<file path="src/rtl/uart_tx_fifo.sv">
// ---------------------------------------------------------------------------
// uart_tx_fifo
//
// Byte FIFO sitting directly in front of uart_transmitter. Producers push
// bytes at full clock rate; the FIFO hands them one at a time to the
// transmitter through its data/req/ready handshake and flags (sticky) any
// byte that had to be dropped because the FIFO was full.
//
// Parameters:
//   DEPTH_LOG   log2 of the FIFO depth in bytes (depth = 2**DEPTH_LOG)
//   GAP_CYCLES  idle cycles forced between bytes (optional feature only)
//   GAP_WIDTH   width of the inter-byte gap counter, must hold GAP_CYCLES
//
// Optional feature (compile-time macro):
//   UART_TX_FIFO_GAP_EN  when defined, a GAP_WIDTH-bit down-counter is
//                        loaded with GAP_CYCLES on every pop and tx_req is
//                        held low until it reaches zero. When undefined the
//                        counter does not exist and tx_req = !empty.
//
// Ports:
//   clk             system clock
//   reset_n         asynchronous, active-low reset
//   wr_data[7:0]    byte to enqueue
//   wr_en           enqueue strobe, one byte per cycle while high
//   full            FIFO holds 2**DEPTH_LOG bytes
//   empty           FIFO holds no bytes
//   count           number of bytes stored (DEPTH_LOG+1 bits)
//   overflow        sticky, set when a write is dropped
//   clear_overflow  synchronous clear of overflow (a same-cycle drop wins)
//   tx_data[7:0]    head byte, valid only while tx_req is high
//   tx_req          request to the transmitter
//   tx_ready        ready from the transmitter; req & ready pops a byte
// ---------------------------------------------------------------------------
module uart_tx_fifo #(
  parameter int DEPTH_LOG  = 4,
  parameter int GAP_CYCLES = 0,
  parameter int GAP_WIDTH  = 16
) (
  input  logic                 clk,
  input  logic                 reset_n,
  input  logic [7:0]           wr_data,
  input  logic                 wr_en,
  output logic                 full,
  output logic                 empty,
  output logic [DEPTH_LOG:0]   count,
  output logic                 overflow,
  input  logic                 clear_overflow,
  output logic [7:0]           tx_data,
  output logic                 tx_req,
  input  logic                 tx_ready
);

  localparam int DEPTH = 1 << DEPTH_LOG;
  localparam int PTR_W = DEPTH_LOG + 1;
  localparam logic [PTR_W-1:0] PTR_ONE = 1;

  // Elaboration-time sanity checks on the parameter set.
  if (DEPTH_LOG < 1) begin : g_bad_depth
    $error("uart_tx_fifo: DEPTH_LOG must be at least 1");
  end
  if (GAP_CYCLES < 0 || GAP_WIDTH < 1 ||
      (GAP_WIDTH < 31 && GAP_CYCLES >= (1 << GAP_WIDTH))) begin : g_bad_gap
    $error("uart_tx_fifo: GAP_CYCLES does not fit in GAP_WIDTH bits");
  end

  logic [7:0]       mem [DEPTH];
  logic [PTR_W-1:0] wr_ptr;
  logic [PTR_W-1:0] rd_ptr;
  logic             wr_accept;
  logic             wr_drop;
  logic             pop;

  // Pointers carry one extra bit so full and empty can be told apart when
  // the index bits match: equal MSBs mean empty, differing MSBs mean full.
  assign empty = (wr_ptr == rd_ptr);
  assign full  = (wr_ptr[PTR_W-1] != rd_ptr[PTR_W-1]) &&
                 (wr_ptr[PTR_W-2:0] == rd_ptr[PTR_W-2:0]);

  // Modulo-2**PTR_W subtraction gives the occupancy directly, including
  // across pointer wrap.
  assign count = wr_ptr - rd_ptr;

  // full is taken from the current state, so a write while full is dropped
  // even when a pop frees a slot on the same edge.
  assign wr_accept = wr_en && !full;
  assign wr_drop   = wr_en && full;

  // Same acceptance rule the transmitter uses: req and ready on one edge.
  assign pop = tx_req && tx_ready;

  assign tx_data = mem[rd_ptr[DEPTH_LOG-1:0]];

  // Storage array: written on accepted writes only, deliberately not reset.
  always_ff @(posedge clk) begin
    if (wr_accept) begin
      mem[wr_ptr[DEPTH_LOG-1:0]] <= wr_data;
    end
  end

  // Write and read pointers advance independently; a simultaneous write and
  // pop leaves the occupancy unchanged.
  always_ff @(posedge clk or negedge reset_n) begin
    if (!reset_n) begin
      wr_ptr <= '0;
      rd_ptr <= '0;
    end else begin
      if (wr_accept) begin
        wr_ptr <= wr_ptr + PTR_ONE;
      end
      if (pop) begin
        rd_ptr <= rd_ptr + PTR_ONE;
      end
    end
  end

  // Sticky overflow flag; a drop on the same edge as a clear keeps it set.
  always_ff @(posedge clk or negedge reset_n) begin
    if (!reset_n) begin
      overflow <= 1'b0;
    end else if (wr_drop) begin
      overflow <= 1'b1;
    end else if (clear_overflow) begin
      overflow <= 1'b0;
    end
  end

`ifdef UART_TX_FIFO_GAP_EN
  localparam logic [GAP_WIDTH-1:0] GAP_LOAD = GAP_WIDTH'(GAP_CYCLES);
  localparam logic [GAP_WIDTH-1:0] GAP_ONE  = 1;

  logic [GAP_WIDTH-1:0] gap_cnt;

  // Inter-byte gap: reload on every pop, then count down to zero. While it
  // is non-zero the request to the transmitter is suppressed, giving slow
  // receivers idle time between bytes. GAP_CYCLES=0 never blocks.
  always_ff @(posedge clk or negedge reset_n) begin
    if (!reset_n) begin
      gap_cnt <= '0;
    end else if (pop) begin
      gap_cnt <= GAP_LOAD;
    end else if (gap_cnt != '0) begin
      gap_cnt <= gap_cnt - GAP_ONE;
    end
  end

  assign tx_req = !empty && (gap_cnt == '0);
`else
  assign tx_req = !empty;
`endif

endmodule

</file>
<file path="config.mk">
export PLATFORM = sky130hd
export DESIGN_NAME = uart_tx_fifo
export DESIGN_NICKNAME = d
export VERILOG_FILES = /design/src/rtl/uart_tx_fifo.sv
export SDC_FILE = /design/constraint.sdc
export NUM_CORES = 1
export LEC_CHECK = 0
export CAP_MARGIN = 20
export CELL_PAD_IN_SITES_DETAIL_PLACEMENT = 2
export CELL_PAD_IN_SITES_GLOBAL_PLACEMENT = 2
export CORE_MARGIN = 1.5
export CORE_UTILIZATION = 25
export DETAILED_ROUTE_END_ITERATION = 10
export MAX_ROUTING_LAYER = met4
export PLACE_DENSITY = 0.59
export RECOVER_POWER = 25
export SLEW_MARGIN = 20
export SYNTH_ARGS = -nofsm -noshare
export SYNTH_HDL_FRONTEND = slang
export SYNTH_SLANG_ARGS = --single-unit
export TNS_END_PERCENT = 100
</file>
<file path="constraint.sdc">
create_clock -name clk -period 6.2 [get_ports clk]
set_input_delay 1.24 -clock clk [delete_from_list [all_inputs] [get_ports clk]]
set_output_delay 1.24 -clock clk [all_outputs]
set_load 0.03 [all_outputs]
</file>
# After elaboration in Yosys (flattened, before gate mapping)
# Memories as Yosys holds them, arrays and structs flattened.
# Cells that the tools add are included.
[classes]
addsub = 3
eq_ne = 3
n_mux = 4
n_reduce_logical = 7
[op_table]
columns = ["operator", "n"]
rows = [
  ["$add A5 B1 Y5 const B", 2],
  ["$eq A5 B5 Y1", 1],
  ["$sub A5 B5 Y5", 1],
  ["$eq A4 B4 Y1", 1],
  ["$logic_and A1 B1 Y1", 4],
  ["$mux W1", 4],
  ["$logic_not A1 Y1", 2],
  ["$reduce_bool A2 Y1", 1],
  ["$ne A1 B1 Y1", 1],
]
[totals]
ff_bits = 11
ram_bits = 128
input_bits = 13
output_inout_bits = 17
elab_cells = 21
memories = 1
[mem_list]
columns = ["name", "words", "width", "rd", "rd_ports_with_merged_regs", "write_ports", "line_no", "source"]
rows = [
  ["mem", 16, 8, 1, 0, 1, "66", "logic [7:0] mem [DEPTH];"],
]

# Longest topological paths before layout
[depth]
depth_word = 6
mapped_depth = 8
mapped_depth_nobuf = 7

# Least setup slack after synthesis
# OpenSTA, ideal clock, no wires.
[synth_path]
kind = "reg2out"
start = "reg rd_ptr[1]"
end = "out count[4]"
arrival_time_ns = 2.032
required_time_ns = 4.960
setup_slack_ns = 2.928
path_stages_with_launch = 8
path_buffers = 2
cell_sequence = "dfrtp_1 buf_2 clkbuf_1 inv_1 fa_1 a21o_1 a21oi_1 xnor2_1"
[synth_via]
elab_chain_cells = 1
[synth_lines]
columns = ["item", "line_no", "source"]
rows = [
  ["start, declared", "68", "logic [PTR_W-1:0] rd_ptr;"],
  ["start signal, assigned", "111", "rd_ptr <= rd_ptr + PTR_ONE;"],
  ["$sub A5 B5 Y5", "81", "assign count = wr_ptr - rd_ptr;"],
  ["end, declared", "45", "output logic [DEPTH_LOG:0] count,"],
]
# Every way passes these cells.

# Worst setup path in the final report
[layout_path]
start = "reg rd_ptr[1]"
end = "out tx_data[6]"
[layout_via]
elab_chain_cells = 1
[layout_lines]
columns = ["item", "line_no", "source"]
rows = [
  ["$mem_v2 Z16 W8", "-", ""],
  ["end, declared", "48", "output logic [7:0] tx_data,"],
]
# Every way passes these cells.

==> flow_summary.ini <==
[run_status]
status = complete, no violations

[die]
core_area_sq_mm = 0.0226
dieArea_sq_mm = 0.0239
num_rows = 55
fp.dieW_um = 154
die_h_um = 154
io_pins = 30
start_util = 0.254

[routing]
firstDrtPassIters = 4
vias = 2885
drt_iter0_drc = 114
drc_errors = 0
via_per_inst = 4.52
detail-route-antenna-nets = 0
wl_um = 13000
wl_per_cell_um = 20.3

[placed_design]
dpl-instance-area_sq_mm = 0.00636
io_buffers = 29
place_ws_ns = 2.27
gp_congestion = 0.737
hpwl_um = 9070

[worst_hold_path]
hold_class = flip-flop to flip-flop

[finish]
syn_to_final_growth_pct = 22.2
fillers = 2287
drive_gt1_frac = 0.164
antenna_cells = 0
fin_util = 0.310
nets = 364
fin_area_sq_mm = 0.00701

[sta]
relSlewSlack = 0.319
setup_ws_ns = 1.89
final_max_slew_viol_count = 0
period_needed_ns = 4.31
finalSetupViolations = 0
fin_crit_sh = 0.696
fin_skew_ns = 0.00628
worst_pin_slew_ns = 1.02
setup-tns-final_ns = 0
rsz0062_at_grt = false
fmax_mhz = 232
hold_violations = 0

[global_route]
grt_pass1_vias = 3200
grt_overflow = 0
grt_pass1_wl_um = 20200
grt_antenna_before_repair = 0
grt_max_degree = 30
grt_usage = 0.121

[power]
p_per_area_mw_per_mm2 = 538
comb_power_share = 0.370
p_leak_nw = 2.35
power_frac_clock = 0.293
ir_drop_uv = 259
p_seq_frac = 0.337
p_total_mw = 3.77
intPower_mw = 2.45
switching_share = 0.351
p_switching_mw = 1.32

[clock_network]
h-tree-depth = 4
clkTransAtPathRegs_ns = 0.06
cts_setup_buffers = 0
clockBufferDepth = 2
cts_tree = yes
cts_resized = 0
root_buffer = clkbuf_16
cts_hold_buf = 0
cts.sinks = 139
numCtsBuffers = 17
clock_latency_ns = 0.41

[yosys]
synthCells = 304
post_synth.cell_area_avg_sq_um = 18.9
synth_commonest_cells = edfxtp_1, mux2i_1, mux4_2
ys_warn_count = 0
ys_ff_latch = 139
synth_xor_area_frac = 0.0196
synth_nets = 327
synthArstFlopShare = 0.0791
synth_compound_area_frac = 0.0401
yosys.area_share.simple = 0.0323
ys_top_cells_by_area = edfxtp_1, mux4_2, dfrtp_1, mux2i_1, mux4_1
ys_seq_area_frac = 0.718
synth_top_family_by_area = multiplexers
synth_area_leader_cell = edfxtp_1
synth_edf_count = 128
synth_top_area_frac = 0.670
synthFlopType = edfxtp_1
yosys.cell_types.count = 37
yosysMostFrequentCell = edfxtp_1
netlist_area_sq_mm = 0.00574
synth.area.mux_share = 0.141
synth-adder-area-share = 0.0231

[setup_path]
slowest_stage = clkdlybuf4s50_1
cp_slowest_stage_delay_ns = 0.74
critical_path.top_delay_family = buffers and inverters
start_kind = flip-flop
cp_max_fo = 23
crit_path_end_kind = output pin
arrival_ns = 3.07
cp_num_buf_inv = 2
cp.required_ns = 4.96
cpMostUsedCell = mux2i_1
cp_cell_sequence = buf_4, mux2i_1, a22oi_1, mux2i_1, o21ai_1, clkdlybuf4s50_1
critical_path_class = flip-flop to output pin

[job]
drv_cap = 0
## metal layers
layer  up-vias  share of wire  track usage
li1       1300              -            -
met3        19          0.017       0.0244
met4         0          0.022       0.0540
met5         -              0            -
met2        37           0.51        0.196
met1      1529           0.45        0.145
## area by class of cell
| class | count | area [sq um] | area share |
|---|---|---|---|
| sequential | 139 | 4120 | 0.588 |
| multi-input combinational | 138 | 1530 | 0.218 |
| clock buffer | 17 | 425 | 0.0607 |
| tap | 285 | 357 | 0.0509 |
| timing repair buffer | 31 | 305 | 0.0436 |
| clock inverter | 14 | 220 | 0.0314 |
| inverter | 14 | 52.6 | 0.00750 |
## power groups by stage
stage          Clock [mW]  Sequential (mW)  Combinational, mW
2_1_floorplan           0             1.21              0.999
3_3_place_gp            0             1.28               1.39
3_5_place_dp            0             1.29               1.42
4_1_cts              1.13             1.28               1.42
5_1_grt              1.16             1.29               1.49
6_report             1.10             1.27               1.39
## worst paths after layout
kind,from,end,slack [ns],cells after the start
worst max-delay path,rd_ptr[1],tx_data[6],1.89,6
worst min-delay path,wr_ptr[4],wr_ptr[4],0.53,1
worst max register to register,rd_ptr[3],mem[8][7],2.97,6
worst min register to register,wr_ptr[4],wr_ptr[4],0.53,1
max in group asynchronous,reset_n,rd_ptr[1],4.53,1
min in group asynchronous,reset_n,overflow,1.26,1
## cell families after synthesis
group	count (synthesis)
DFF	139
muxes	48
AOI/OAI and AO/OA	34
and+or+nand+nor	34
buffers and inverters	27
xor gates and xnor gates	12
adders and majority gates	10
## cell usage in the layout, fill, tap and decap left out, drive strengths merged, types with 4 or more instances in the layout
| master | count |
|---|---|
| a22oi | 8 |
| a32oi | 8 |
| and2 | 5 |
| and3 | 4 |
| bufinv | 5 |
| clkbuf | 17 |
| clkdlybuf4s50 | 24 |
| clkinv | 6 |
| dfrtp | 11 |
| dlygate4sd3 | 5 |
| edfxtp | 128 |
| ha | 9 |
| inv | 16 |
| mux2i | 24 |
| mux4 | 24 |
| nand2 | 6 |
| nand4 | 4 |
| nor2 | 6 |
| nor4 | 4 |
| o21ai | 12 |
| xnor2 | 10 |
## sequential cells by signal, indices dropped and copies added, names as in the netlist
register / flops
overflow: 1
wr_ptr: 5
rd_ptr: 5
mem: 128
## through the flow
step	std cells	hold slack, ns
6_report	638	0.528
5_1_grt	638	0.555
4_1_cts	638	0.542
3_5_place_dp	607	0.529
3_3_place_gp	607	0.514
2_1_floorplan	304	0.496
Power figures use the tool's default switching activity.
